==> config.mk <==
export PLATFORM = sky130hd
export DESIGN_NAME = mips_cpu_muldiv_flat
export DESIGN_NICKNAME = d
export VERILOG_FILES = /design/src/rtl/mips_cpu_muldiv_pkg.sv /design/src/rtl/mips_cpu_muldiv_if.sv /design/src/rtl/mips_cpu_muldiv_signfix.sv /design/src/rtl/mips_cpu_muldiv.sv /design/src/flat_wrapper.sv
export SDC_FILE = /design/constraint.sdc
export NUM_CORES = 1
export LEC_CHECK = 0
export BUFFER_PORTS_ARGS = -buffer_cell sky130_fd_sc_hd__clkbuf_2
export CORE_MARGIN = 2
export CORE_UTILIZATION = 50
export CTS_CLUSTER_SIZE = 12
export DETAILED_ROUTE_END_ITERATION = 16
export GPL_ROUTABILITY_DRIVEN = 0
export PLACE_DENSITY_LB_ADDON = 0.08
export SETUP_SLACK_MARGIN = 0.02
export SLEW_MARGIN = 10
export SYNTH_ARGS = -nofsm -noshare
export SYNTH_HDL_FRONTEND = slang
export SYNTH_SLANG_ARGS = --single-unit
==> constraint.sdc <==
create_clock -name clk -period 3.57 [get_ports clk]
set_input_delay 0.714 -clock clk [delete_from_list [all_inputs] [get_ports clk]]
set_output_delay 0.714 -clock clk [all_outputs]
set_load 0.05 [all_outputs]
==> src/rtl/mips_cpu_muldiv_pkg.sv <==
// mips_cpu_muldiv_pkg: op codes, FSM states and constants for the HI/LO multiply/divide unit
package mips_cpu_muldiv_pkg;
  localparam logic [2:0] OP_NOP   = 3'd0;
  localparam logic [2:0] OP_MULT  = 3'd1;
  localparam logic [2:0] OP_MULTU = 3'd2;
  localparam logic [2:0] OP_DIV   = 3'd3;
  localparam logic [2:0] OP_DIVU  = 3'd4;
  localparam logic [2:0] OP_LO    = 3'd6;
  localparam logic [2:0] OP_HI    = 3'd7;
  localparam logic [31:0] DIV0_QUOTIENT = 32'hFFFF_FFFF;
  typedef enum logic [1:0] {IDLE, MUL, DIV, FIX} state_t;
endpackage

==> src/rtl/mips_cpu_muldiv_if.sv <==
// mips_cpu_muldiv_if: request/result bus between the pipeline (master) and the mul/div unit (slave)
interface mips_cpu_muldiv_if #(parameter int WIDTH = 32);
  logic [WIDTH-1:0] a, b, hi, lo;
  logic [2:0] op;
  logic write, busy, done;
  modport master(output a, b, op, write, input busy, done, hi, lo);
  modport slave(input a, b, op, write, output busy, done, hi, lo);
endinterface

==> src/rtl/mips_cpu_muldiv_signfix.sv <==
// mips_cpu_muldiv_signfix: operand magnitudes and sign correction of mul/div results
module mips_cpu_muldiv_signfix #(parameter int WIDTH = 32) (
  input  logic [WIDTH-1:0]   a,
  input  logic [WIDTH-1:0]   b,
  input  logic               sgn,
  output logic [WIDTH-1:0]   abs_a,
  output logic [WIDTH-1:0]   abs_b,
  input  logic [2*WIDTH-1:0] acc,
  input  logic               mul,
  input  logic               neg_q,
  input  logic               neg_r,
  output logic [2*WIDTH-1:0] res
);
  always_comb begin
    abs_a = sgn && a[WIDTH-1] ? -a : a;
    abs_b = sgn && b[WIDTH-1] ? -b : b;
    res = mul ? (neg_q ? -acc : acc)
              : {neg_r ? -acc[2*WIDTH-1:WIDTH] : acc[2*WIDTH-1:WIDTH],
                 neg_q ? -acc[WIDTH-1:0] : acc[WIDTH-1:0]};
  end
endmodule

==> src/rtl/mips_cpu_muldiv.sv <==
// mips_cpu_muldiv: iterative HI/LO multiply/divide unit with busy/done handshake.
// Define MIPS_MULDIV_FAST_MULT_EN for a single-cycle multiply; division stays iterative.
module mips_cpu_muldiv
  import mips_cpu_muldiv_pkg::*;
#(
  parameter int WIDTH = 32,
  parameter int ITERS = 32
) (
  input logic clk,
  input logic reset,
  mips_cpu_muldiv_if.slave bus
);
  localparam int CW = $clog2(ITERS);
  localparam logic [CW-1:0] LAST = CW'(ITERS - 1);
`ifdef MIPS_MULDIV_FAST_MULT_EN
  localparam state_t MUL_GO = FIX;
`else
  localparam state_t MUL_GO = MUL;
`endif
  state_t state, state_n;
  logic [CW-1:0] cnt;
  logic [2*WIDTH-1:0] acc, res;
  logic [WIDTH-1:0] m, hi, lo, abs_a, abs_b;
  logic [WIDTH:0] mul_sum, div_t;
  logic is_mul, neg_q, neg_r, div0, done, mul_op, div_op, sgn;
  assign mul_op = bus.op == OP_MULT || bus.op == OP_MULTU;
  assign div_op = bus.op == OP_DIV || bus.op == OP_DIVU;
  assign sgn = bus.op == OP_MULT || bus.op == OP_DIV;
  assign mul_sum = {1'b0, acc[2*WIDTH-1:WIDTH]} + (acc[0] ? {1'b0, m} : '0);
  assign div_t = acc[2*WIDTH-1:WIDTH-1];
  assign bus.busy = state != IDLE;
  assign bus.done = done;
  assign bus.hi = hi;
  assign bus.lo = lo;
  mips_cpu_muldiv_signfix #(.WIDTH(WIDTH)) u_signfix (
    .a(bus.a), .b(bus.b), .sgn(sgn), .abs_a(abs_a), .abs_b(abs_b),
    .acc(acc), .mul(is_mul), .neg_q(neg_q), .neg_r(neg_r), .res(res)
  );
  always_comb begin
    state_n = state == IDLE ? (!bus.write ? IDLE : mul_op ? MUL_GO : div_op ? DIV : IDLE)
            : state == FIX ? IDLE
            : cnt == LAST ? FIX : state;
  end
  // acc holds {partial high, multiplier} for MUL and {remainder, dividend/quotient} for DIV
  always_ff @(posedge clk or negedge reset) begin
    if (!reset) begin
      state <= IDLE;
      cnt <= '0;
      acc <= '0;
      m <= '0;
      hi <= '0;
      lo <= '0;
      is_mul <= 1'b0;
      neg_q <= 1'b0;
      neg_r <= 1'b0;
      div0 <= 1'b0;
      done <= 1'b0;
    end else begin
      state <= state_n;
      done <= state == FIX;
      case (state)
        IDLE: begin
          cnt <= '0;
          m <= mul_op ? abs_a : abs_b;
          is_mul <= mul_op;
          neg_q <= sgn && (bus.a[WIDTH-1] ^ bus.b[WIDTH-1]);
          neg_r <= sgn && bus.a[WIDTH-1];
          div0 <= bus.b == '0;
`ifdef MIPS_MULDIV_FAST_MULT_EN
          acc <= mul_op ? {{WIDTH{1'b0}}, abs_a} * {{WIDTH{1'b0}}, abs_b} : {{WIDTH{1'b0}}, abs_a};
`else
          acc <= {{WIDTH{1'b0}}, mul_op ? abs_b : abs_a};
`endif
          if (bus.write && bus.op == OP_LO) lo <= bus.a;
          if (bus.write && bus.op == OP_HI) hi <= bus.a;
        end
        MUL: begin
          acc <= {mul_sum, acc[WIDTH-1:1]};
          cnt <= cnt + 1'b1;
        end
        DIV: begin
          acc <= div_t >= {1'b0, m} ? {div_t[WIDTH-1:0] - m, acc[WIDTH-2:0], 1'b1}
                                    : {div_t[WIDTH-1:0], acc[WIDTH-2:0], 1'b0};
          cnt <= cnt + 1'b1;
        end
        FIX: begin
          hi <= res[2*WIDTH-1:WIDTH];
          lo <= !is_mul && div0 ? DIV0_QUOTIENT : res[WIDTH-1:0];
        end
      endcase
    end
  end
endmodule
==> src/flat_wrapper.sv <==
// flat-port wrapper written by rule: the top's interface ports become plain ports
module mips_cpu_muldiv_flat import mips_cpu_muldiv_pkg::*;
#(
  parameter int WIDTH = 32,
  parameter int ITERS = 32
)
  (clk, reset, bus_a, bus_b, bus_op, bus_write, bus_busy, bus_done, bus_hi, bus_lo);
  mips_cpu_muldiv_if #(.WIDTH(WIDTH)) bus_i ();
  input logic clk;
  input logic reset;
  input wire logic [$bits(bus_i.a)-1:0] bus_a;
  input wire logic [$bits(bus_i.b)-1:0] bus_b;
  input wire logic [$bits(bus_i.op)-1:0] bus_op;
  input wire logic [$bits(bus_i.write)-1:0] bus_write;
  output wire logic [$bits(bus_i.busy)-1:0] bus_busy;
  output wire logic [$bits(bus_i.done)-1:0] bus_done;
  output wire logic [$bits(bus_i.hi)-1:0] bus_hi;
  output wire logic [$bits(bus_i.lo)-1:0] bus_lo;
  assign bus_i.a = bus_a;
  assign bus_i.b = bus_b;
  assign bus_i.op = bus_op;
  assign bus_i.write = bus_write;
  assign bus_busy = bus_i.busy;
  assign bus_done = bus_i.done;
  assign bus_hi = bus_i.hi;
  assign bus_lo = bus_i.lo;
  mips_cpu_muldiv #(.WIDTH(WIDTH), .ITERS(ITERS)) u_core (.clk(clk), .reset(reset), .bus(bus_i));
endmodule
==> run_results.csv <==
group,metric,value,unit
timing,worst_hold_slack,383.1,ps
placed_design,io_buffers,135,
power_and_ir_drop,ir_drop,0.3736,mV
setup_path,cp-end-kind,"flip-flop",
floorplanning,design.portCount,136,
synth,yosysUniqueCellTypes,90,
synth,syn-mean-instance-area,7.759,um2
timing,hold_violations,0,
synth,yosys_warnings,0,
timing,setup_viol,0,
route,vias,15660,
timing,fin_tns_setup,0,ps
route,drtPass1Iterations,5,
placed_design,place_area,16780,um2
clock_network,cts_hold_buf,0,
final_layout,final_nets,2249,
final_layout,fillers,2898,
synth,ys_async_sr_fraction,1.000,
clock_network,clk_path_buf_depth,2,
synth,synth-seq-cells,172,
clock_network,cts_tree,"yes",
timing,slew-limit-headroom,0.3482,
timing,fin_crit_sh,0.9515,
run_status,status,"finished, final reports clean",
synth,synthFlopType,"dfrtp_1",
final_layout,finalInstanceArea,17400,um2
route,routed_wl,55.68,mm
setup_path,critPathArrivalTime,3700,ps
clock_network,htreeDepth,4,
setup_path,required,3870,ps
setup_path,slowest_delay,420,ps
clock_network,cts_made_buffers,17,
synth,synth_most_common_cell,"nand2_1",
synth,syn-num-nets,2121,
route,via_per_inst,6.239,
setup_path,rr_worst_depth,15,
synth,netlist_instances,1974,
floorplanning,die_y,179.0,um
final_layout,drive_gt1_frac,0.1637,
timing,tightestPinTransition,977.7,ps
setup_path,path_max_fanout,4,
clock_network,clk_pin_slew,70,ps
setup_path,r2r_start,"u_core.acc[0]",
timing,slew_violations,0,
timing,min_period,3397,ps
route,drc,0,
clock_network,post-cts-setup-buffers,0,
floorplanning,initial_core_util,0.5047,
global_routing,grt_pass1_vias,14250,
clock_network,cts_sinks,172,
synth,synthDominantCellAreaShare,0.2810,
setup_path,cp_cell_sequence,"and2_1, ha_1, inv_1, fa_1, nor2b_1, o31ai_1, a21oi_1, a21oi_1, buf_4, o221ai_1, o41ai_1, buf_4, o21ba_2, mux2i_1, o221ai_1",
setup_path,worst_setup_path_start_kind,"flip-flop",
synth,syn-cell-area,15320,um2
global_routing,grt_max_degree,98,
power_and_ir_drop,p_leak,7.954,nW
route,detail-route-antenna-nets,0,
synth,synth_area_leaders,"dfrtp_1 28%, xnor2_1 6.7%, nand2_1 6.5%",
floorplanning,rows,64,
floorplanning,die_area,32050,um2
clock_network,ctsRootBufferMaster,"clkbuf_16",
power_and_ir_drop,p_per_area,494.6,nW/um2
global_routing,grt_overflow,0,
setup_path,worstSetupPathType,"reg2reg",
hold_path,hold_path_class,"in2async",
global_routing,grt_use_total,0.3479,
synth,synth_edf_count,0,
route,post_drt_wl_per_cell,22.18,um
timing,grt_setup_unrepaired,"true",
run,maxCapViolCount,0,
clock_network,clk_latency,450,ps
floorplanning,die_w,179.0,um
synth,synth_top_area_cell,"dfrtp_1",
route,dr.first_iter.drc_count,1800,
setup_path,r2r_slack,170,ps
synth,synth_commonest_cells,"267 x nand2_1, 176 x a21oi_1, 172 x dfrtp_1",
setup_path,r2r_end,"u_core.acc[55]",
final_layout,antennaDiodeCount,0,
timing,final.setup_skew,15.40,ps
synth,ys_seq_area_frac,0.2810,
setup_path,critPathSlowestCell,"dfrtp_1",
floorplanning,core-area,30350,um2
global_routing,grt_pass1_wl,84.09,mm
timing,max_freq,294.4,MHz
final_layout,area_growth_syn_to_layout,13.60,%
placed_design,dp_hpwl,43.18,mm
global_routing,antenna_found_initial,0,
-- worst max path at each step --
stage / from / end / slack [ps] / cells after the start
6_report: u_core.acc[0] / u_core.acc[55] / 170 / 15
5_1_grt: u_core.acc[0] / u_core.acc[55] / 10 / 15
4_1_cts: u_core.acc[0] / u_core.acc[59] / 100 / 14
3_5_place_dp: u_core.acc[31] / u_core.acc[62] / 30 / 13
3_3_place_gp: u_core.acc[31] / u_core.acc[62] / 40 / 13
2_1_floorplan: u_core.acc[0] / u_core.acc[56] / 470 / 13
-- state kept, by name, summed over array words and instances (netlist names) --
signal	flops
u_core.m	32
u_core.neg_q	1
u_core.cnt	5
u_core.bus.lo	32
u_core.acc	64
u_core.state	2
u_core.bus.hi	32
u_core.div0	1
u_core.bus.done	1
u_core.neg_r	1
u_core.is_mul	1
-- what timing repair did --
| action | CTS | global route |
|---|---|---|
| gates cloned | 0 | 0 |
| resized for setup | 1 | 6 |
| setup endpoints to repair | 1 | 6 |
-- critical path: cells and delay by family (launching register included) --
family | cells | cell delay [ps]
flops | 1 | 420
fa+ha+maj | 2 | 410
mux | 1 | 240
simple gates | 2 | 230
compound gates | 7 | 1520
buf+inv | 3 | 450
-- per-stage QoR --
stage	cells	util	power (W)	setup slack (ps)
after floorplan	1974	-	0.005417	471.2
after global placement	2479	0.5531	0.006583	35.21
after detailed placement	2479	0.5531	0.006641	29.25
after CTS	2510	0.5725	0.008555	104.3
after global routing	2510	0.5733	0.009056	14.63
final	2510	0.5733	0.008606	173.1
-- cell usage in the layout (no fill, tap or decap), types with 34 or more instances in the layout --
master	n
xor2_1	52
a22oi_1	34
o22ai_1	37
o21ai_0	160
clkbuf_2	134
a21oi_1	173
buf_4	93
inv_1	77
dfrtp_1	172
o21ai_1	47
ha_1	72
nand3_1	45
xnor2_1	117
a21o_1	45
nand2_1	267
nor3_1	40
nor2_1	133
-- kinds of logic after synthesis --
logic type / synth area share
AO/OA/AOI/OAI: 0.2591
AND/OR/NAND/NOR: 0.2007
buffers and inverters: 0.05432
flip-flops: 0.2810
XOR/XNOR: 0.09663
adder cells (fa/ha/maj): 0.06388
multiplexers: 0.04436
-- power by group --
part	switching, W	internal [W]
clock network	0.000888	0.00105
logic	0.00267	0.00122
registers	0.000404	0.00237
-- routing by layer --
layer  GRT usage  share of wire
met1      0.4983           0.44
met2      0.5138           0.43
met3     0.06425          0.093
met4      0.1416          0.039
met5           0              0
-- area by class of cell --
type	instances	area, um2	area share
tap	396	495.5	0.02847
clock inverter	13	155.1	0.008916
timing repair buffer	232	1460	0.08391
sequential	172	4304	0.2474
multi-input combinational	1599	10260	0.5894
inverter	80	300.3	0.01726
clock buffer	18	429.2	0.02466
No activity file was read; power rests on OpenSTA's default activity.
